`src/rtl/fe_transmit.sv`:
```
// UTMI front-end packet transmitter: buffers one packet, waits for a quiet bus,
// drives the PHY in normal opmode and streams PID, payload and optional CRC16.
module fe_transmit #(
   parameter int pBUF_ADDR_WIDTH  = 6,
   parameter int pTURNAROUND      = 4,
   parameter int pTXREADY_TIMEOUT = 1024
) (
   input  logic                       fe_clk,
   input  logic                       reset_i,
   input  logic                       I_buf_wr,
   input  logic [pBUF_ADDR_WIDTH-1:0] I_buf_addr,
   input  logic [7:0]                 I_buf_data,
   input  logic [pBUF_ADDR_WIDTH:0]   I_len,
   input  logic                       I_crc_enable,
   input  logic                       I_start,
   input  logic                       I_abort,
   input  logic                       fe_rxactive,
   input  logic                       fe_txready,
   output logic [7:0]                 O_fe_data,
   output logic                       O_fe_txvalid,
   output logic [1:0]                 O_opmode,
   output logic                       O_busy,
   output logic                       O_done,
   output logic                       O_error
);

   localparam int W    = pBUF_ADDR_WIDTH;
   localparam int TC_W = $clog2(pTURNAROUND + 1);
   localparam int TO_W = $clog2(pTXREADY_TIMEOUT + 1);
   localparam logic [W:0] MAX_LEN = {1'b1, {W{1'b0}}};

   typedef enum logic [2:0] {IDLE, WAIT_BUS, PRE, TX, POST} state_t;

   state_t           state_reg, state_next;
   logic [W:0]       len_reg, len_next;
   logic             crc_en_reg, crc_en_next;
   logic [W+1:0]     idx_reg, idx_next;
   logic             quiet_reg, quiet_next;
   logic [TC_W-1:0]  turn_reg, turn_next;
   logic [TO_W-1:0]  to_reg, to_next;
   logic [15:0]      crc_reg, crc_next;
   logic             txvalid_reg, txvalid_next;
   logic [1:0]       opmode_reg, opmode_next;
   logic             done_reg, done_next;
   logic             error_reg, error_next;

   logic [7:0]       buf_mem [2**W];
   logic [7:0]       rd_data_reg;
   logic [W-1:0]     rd_addr;
   logic [7:0]       tx_byte;
   logic [W+1:0]     len_ext, total_len;
   logic             consume, is_last, turn_done;

   function automatic logic [15:0] crc16_byte(input logic [15:0] c, input logic [7:0] d);
      logic [15:0] r;
      r = c ^ {8'h00, d};
      for (int i = 0; i < 8; i++)
         r = r[0] ? ((r >> 1) ^ 16'hA001) : (r >> 1);
      return r;
   endfunction

   // Registered-read buffer; rd_addr already points at the byte needed next cycle.
   always_ff @(posedge fe_clk) begin
      if (I_buf_wr)
         buf_mem[I_buf_addr] <= I_buf_data;
      rd_data_reg <= buf_mem[rd_addr];
   end

   assign len_ext   = {1'b0, len_reg};
   assign total_len = len_ext + (crc_en_reg ? (W+2)'(2) : (W+2)'(0));
   assign consume   = txvalid_reg & fe_txready;
   assign is_last   = (idx_reg == total_len - (W+2)'(1));
   assign turn_done = (turn_reg == TC_W'(pTURNAROUND - 1));

   // Past the payload the CRC register is complete; send its complement low byte first.
   always_comb begin
      if (idx_reg < len_ext)
         tx_byte = rd_data_reg;
      else if (idx_reg == len_ext)
         tx_byte = ~crc_reg[7:0];
      else
         tx_byte = ~crc_reg[15:8];
   end

   always_ff @(posedge fe_clk or posedge reset_i) begin
      if (reset_i) begin
         state_reg   <= IDLE;
         len_reg     <= '0;
         crc_en_reg  <= 1'b0;
         idx_reg     <= '0;
         quiet_reg   <= 1'b0;
         turn_reg    <= '0;
         to_reg      <= '0;
         crc_reg     <= 16'hFFFF;
         txvalid_reg <= 1'b0;
         opmode_reg  <= 2'b01;
         done_reg    <= 1'b0;
         error_reg   <= 1'b0;
      end else begin
         state_reg   <= state_next;
         len_reg     <= len_next;
         crc_en_reg  <= crc_en_next;
         idx_reg     <= idx_next;
         quiet_reg   <= quiet_next;
         turn_reg    <= turn_next;
         to_reg      <= to_next;
         crc_reg     <= crc_next;
         txvalid_reg <= txvalid_next;
         opmode_reg  <= opmode_next;
         done_reg    <= done_next;
         error_reg   <= error_next;
      end
   end

   always_comb begin
      state_next   = state_reg;
      len_next     = len_reg;
      crc_en_next  = crc_en_reg;
      idx_next     = idx_reg;
      quiet_next   = quiet_reg;
      turn_next    = turn_reg;
      to_next      = to_reg;
      crc_next     = crc_reg;
      txvalid_next = txvalid_reg;
      opmode_next  = opmode_reg;
      done_next    = 1'b0;
      error_next   = error_reg;
      rd_addr      = '0;
      case (state_reg)
         IDLE: begin
            if (I_start && !I_abort) begin
               if (I_len == '0 || I_len > MAX_LEN) begin
                  error_next = 1'b1;
                  done_next  = 1'b1;
               end else begin
                  len_next    = I_len;
                  crc_en_next = I_crc_enable;
                  error_next  = 1'b0;
                  quiet_next  = 1'b0;
                  state_next  = WAIT_BUS;
               end
            end
         end
         WAIT_BUS: begin
            if (I_abort) begin
               opmode_next = 2'b01;
               done_next   = 1'b1;
               state_next  = IDLE;
            end else if (fe_rxactive) begin
               quiet_next = 1'b0;
            end else if (quiet_reg) begin
               opmode_next = 2'b00;
               turn_next   = '0;
               state_next  = PRE;
            end else begin
               quiet_next = 1'b1;
            end
         end
         PRE: begin
            if (I_abort) begin
               opmode_next = 2'b01;
               done_next   = 1'b1;
               state_next  = IDLE;
            end else if (turn_done) begin
               txvalid_next = 1'b1;
               idx_next     = '0;
               to_next      = '0;
               crc_next     = 16'hFFFF;
               state_next   = TX;
            end else begin
               turn_next = turn_reg + TC_W'(1);
            end
         end
         TX: begin
            rd_addr = consume ? W'(idx_reg + (W+2)'(1)) : W'(idx_reg);
            if (I_abort) begin
               txvalid_next = 1'b0;
               turn_next    = '0;
               state_next   = POST;
            end else if (consume) begin
               to_next = '0;
               if (idx_reg != '0 && idx_reg < len_ext)
                  crc_next = crc16_byte(crc_reg, tx_byte);
               if (is_last) begin
                  txvalid_next = 1'b0;
                  turn_next    = '0;
                  state_next   = POST;
               end else begin
                  idx_next = idx_reg + (W+2)'(1);
               end
            end else if (to_reg == TO_W'(pTXREADY_TIMEOUT - 1)) begin
               error_next   = 1'b1;
               txvalid_next = 1'b0;
               turn_next    = '0;
               state_next   = POST;
            end else begin
               to_next = to_reg + TO_W'(1);
            end
         end
         POST: begin
            if (turn_done) begin
               opmode_next = 2'b01;
               done_next   = 1'b1;
               state_next  = IDLE;
            end else begin
               turn_next = turn_reg + TC_W'(1);
            end
         end
         default: state_next = IDLE;
      endcase
   end

   assign O_fe_data    = txvalid_reg ? tx_byte : 8'h00;
   assign O_fe_txvalid = txvalid_reg;
   assign O_opmode     = opmode_reg;
   assign O_busy       = (state_reg != IDLE);
   assign O_done       = done_reg;
   assign O_error      = error_reg;

endmodule
```
`config.mk`:
```
export PLATFORM = sky130hd
export DESIGN_NAME = fe_transmit
export DESIGN_NICKNAME = d
export VERILOG_FILES = /design/src/rtl/fe_transmit.sv
export SDC_FILE = /design/constraint.sdc
export NUM_CORES = 1
export LEC_CHECK = 0
export ABC_AREA = 1
export CAP_MARGIN = 20
export CORE_MARGIN = 5
export CORE_UTILIZATION = 60
export DETAILED_ROUTE_END_ITERATION = 16
export GPL_TIMING_DRIVEN = 0
export PLACE_DENSITY = 0.84
export SLEW_MARGIN = 15
export SYNTH_ARGS = -nofsm -noshare
export SYNTH_HDL_FRONTEND = slang
export SYNTH_SLANG_ARGS = --single-unit
```
`constraint.sdc`:
```
create_clock -name fe_clk -period 4.98 [get_ports fe_clk]
set_input_delay 0.498 -clock fe_clk [delete_from_list [all_inputs] [get_ports fe_clk]]
set_output_delay 0.498 -clock fe_clk [all_outputs]
set_load 0.01 [all_outputs]
```
==> summary.txt <==
Timing
  • Final period utilization: 0.7314
  • Slew headroom: 0.3046
  • Slew Viols, Final: 0
  • Peak Freq: 274.5 MHz
  • Unrepaired setup endpoints after global routing: false
  • Final Hold Viols: 0
  • Worst-Margin Slew: 1.039 ns
  • Final setup violation count: 0
  • Setup Skew: 0.03164 ns
  • Total negative slack: 0 ns
  • Final critical-path required period: 3.642 ns

Routing
  • Drt first pass iters: 5
  • Antenna-violating nets left: 0
  • WL/cell: 24.50 µm
  • Initial detailed-routing violation count: 3027
  • Total vias in the final route: 18020
  • Vias/cell: 6.543
  • Final WL: 67460 µm
  • # DRC: 0

Synthesis
  • Simple-Gate Fraction of Synth Area: 0.1121
  • Count of state elements after synthesis: 574
  • Cell with the most instances after synthesis: edfxtp_1
  • Synth Instances: 2074
  • Share of the synthesized area in the top cell type: 0.6293
  • Count of cell types in the netlist: 53
  • Mux cell area share after synthesis: 0
  • Number of flops mapped to enable cells by yosys: 512
  • Post-synthesis xor/xnor area fraction: 0.005019
  • Top post-synthesis cells by count: 512 x edfxtp_1, 364 x nor2_1, 301 x o21ai_0
  • Largest area contributor in the netlist: edfxtp_1
  • Synth Net Count: 2123
  • Warnings, synthesis: 0
  • Main combinational cell family by area after synthesis: compound AO/OA/AOI/OAI gates
  • Post-Syn Area per Cell: 11.78 µm²
  • Post-synthesis sequential area ratio: 0.6921
  • Synth area leaders: edfxtp_1 63%, o21ai_0 6.2%, nor2_1 5.6%, dfrtp_1 3.8%, nand2_1 2.7%
  • Compound-Gate Fraction of Synth Area: 0.1412
  • Ys flop type: edfxtp_1
  • Mapped Area: 24430 µm²
  • Adder-cell share of the synthesized area: 0.01055
  • Async set or reset register ratio after synthesis: 0.09408

Final layout
  • Syn-to-layout area delta: 11.88%
  • # fillers: 2806
  • Max reg flops: 512
  • Post-route core utilization: 0.6740
  • Fraction of layout cells with a size suffix above 1: 0.08191
  • Area of the multi-input gates: 6573 µm²
  • Final Net Count: 2225
  • Diodes inserted: 0
  • Sequential cell area: 16910 µm²
  • Non-Filler Instances: 2754

Global routing
  • Aggregate global routing overflow: 0
  • Pin count of the biggest net entering global routing: 65
  • First-pass GRT wire length: 101300 µm
  • Initial antenna violation count: 0
  • Vias in the first global route: 17420
  • Gr usage total: 0.2977

Die
  • Num rows: 74
  • Top-Level Pins: 43
  • Initial core utilization: 0.6024
  • Core area: 40550 µm²
  • Chip Width: 211.8 µm
  • Die Footprint: 44850 µm²
  • Die height: 211.8 µm

Worst setup path
  • Worst Path Required: 4.48 ns
  • Crit Path Class: reg -> out
  • Critical path arrival: 3.14 ns
  • Worst setup EP type: output pin
  • Worst setup SP type: flop
  • Largest fanout on the critical path: 10

Clock tree
  • CTS tree: yes
  • Hold buffers post-CTS: 0
  • CTS clock-pin slew for the worst setup and hold paths: 0.07 ns
  • CTS root buf: clkbuf_16
  • Clock Latency Late Sink: 0.62 ns
  • Total CTS buffers: 55
  • CTS Buffer Depth: 3
  • Number of post-CTS setup repair buffers: 0
  • H-tree depth: 2
  • Clk sinks: 574
  • Cts repair resizes: 0

Flow run
  • Max-cap violations: 0

Hold path
  • HP Class: in -> async

Placement
  • RD Place Congestion: 0.9481
  • IO buf count: 40
  • Placed cells: 2651
  • Hpwl dp: 44490 µm

Power
  • Power density over cell area: 475.5 nW/µm²
  • Leak pwr: 9.386 nW
  • Max VDD drop: 0.0003036 V

Run status
  • Outcome: finished, final reports clean
[through the flow]
stage               instance area [µm²]  setup slack (ns)  power, mW  hold WS (ns)
finish                            27330             1.338      13.00        0.3358
global route                      27330             1.071      13.58        0.3336
CTS                               27330             1.297      12.91        0.3115
detailed placement                25570             1.320      8.885        0.4693
global placement                  25500             1.379      8.768        0.4606
floorplan                         24430             2.145      7.880        0.4442
[layout make-up]
| cell class | count | share of cell area |
|---|---|---|
| sequential | 574 | 0.6186 |
| multi-input combinational | 1273 | 0.2405 |
| timing repair buffer | 45 | 0.01749 |
| clock buffer | 67 | 0.05278 |
| clock inverter | 36 | 0.01158 |
| buffer | 118 | 0.01959 |
| tap | 532 | 0.02435 |
| inverter | 109 | 0.01515 |
[per-layer routing]
layer,global-route usage,up-vias,routed length (µm)
met5,0,-,0
met4,0.1155,0,2692
met3,0.07780,191,9123
met2,0.4646,1402,31130
met1,0.4072,8590,24510
li1,-,7837,-
[cells in the final DEF, fill, tap and decap left out, types with 36 or more instances in the layout]
cell | netlist | routed
o221ai_1 | 56 | 56
buf_2 | 32 | 36
edfxtp_1 | 512 | 512
o211ai_1 | 86 | 86
clkbuf_1 | 71 | 82
nor2_1 | 364 | 364
inv_1 | 100 | 99
dfrtp_1 | 37 | 37
nand2_1 | 177 | 177
o22ai_1 | 70 | 70
nand3_1 | 80 | 80
clkbuf_16 | 0 | 56
o21ai_0 | 301 | 301
[final timing paths]
| check | start | to | slack, ns | cells past startpoint |
|---|---|---|---|---|
| max | idx_reg[3]$_DFFE_PP0P_ | O_fe_data[2] | 1.34 | 9 |
| max reg2reg | O_fe_txvalid$_DFFE_PP0P_ | rd_data_reg[2]$_DFF_P_ | 1.60 | 11 |
| min | reset_i | idx_reg[5]$_DFFE_PP0P_ | 0.34 | 2 |
| min in group fe_clk | I_buf_data[6] | buf_mem[8][6]$_DFFE_PP_ | 0.34 | 1 |
| min reg2reg | to_reg[9]$_DFFE_PP0P_ | to_reg[9]$_DFFE_PP0P_ | 0.48 | 1 |
| max in group asynchronous | reset_i | O_opmode[0]$_DFFE_PP1P_ | 4.00 | 3 |
[power breakdown]
group | switching [mW] | internal, mW | leakage (nW)
Sequential | 0.181 | 5.51 | 5.33
Combinational | 2.14 | 1.05 | 3.21
Clock | 1.84 | 2.28 | 0.843
[worst max-delay path, stage by stage (launching register included)]
cell             delay (ns)
dfrtp_1                0.46
ha_1                   0.33
nand2_1                0.07
nor2_1                 0.24
nand2_1                0.18
buf_2                  0.22
o21ai_0                0.18
nand2_1                0.11
a21oi_1                0.18
clkdlybuf4s50_1        0.57
[cells by family (layout without fill, tap and decap cells)]
| logic type | Yosys count | count (layout) |
|---|---|---|
| flip-flops | 574 | 574 |
| AO/OA/AOI/OAI | 572 | 572 |
| adder cells (fa/ha/maj) | 20 | 20 |
| buffers and inverters | 227 | 375 |
| other | 1 | 1 |
| AND/OR/NAND/NOR | 666 | 666 |
| XOR/XNOR | 14 | 14 |
Note: power is estimated with default switching activity, not from simulation.
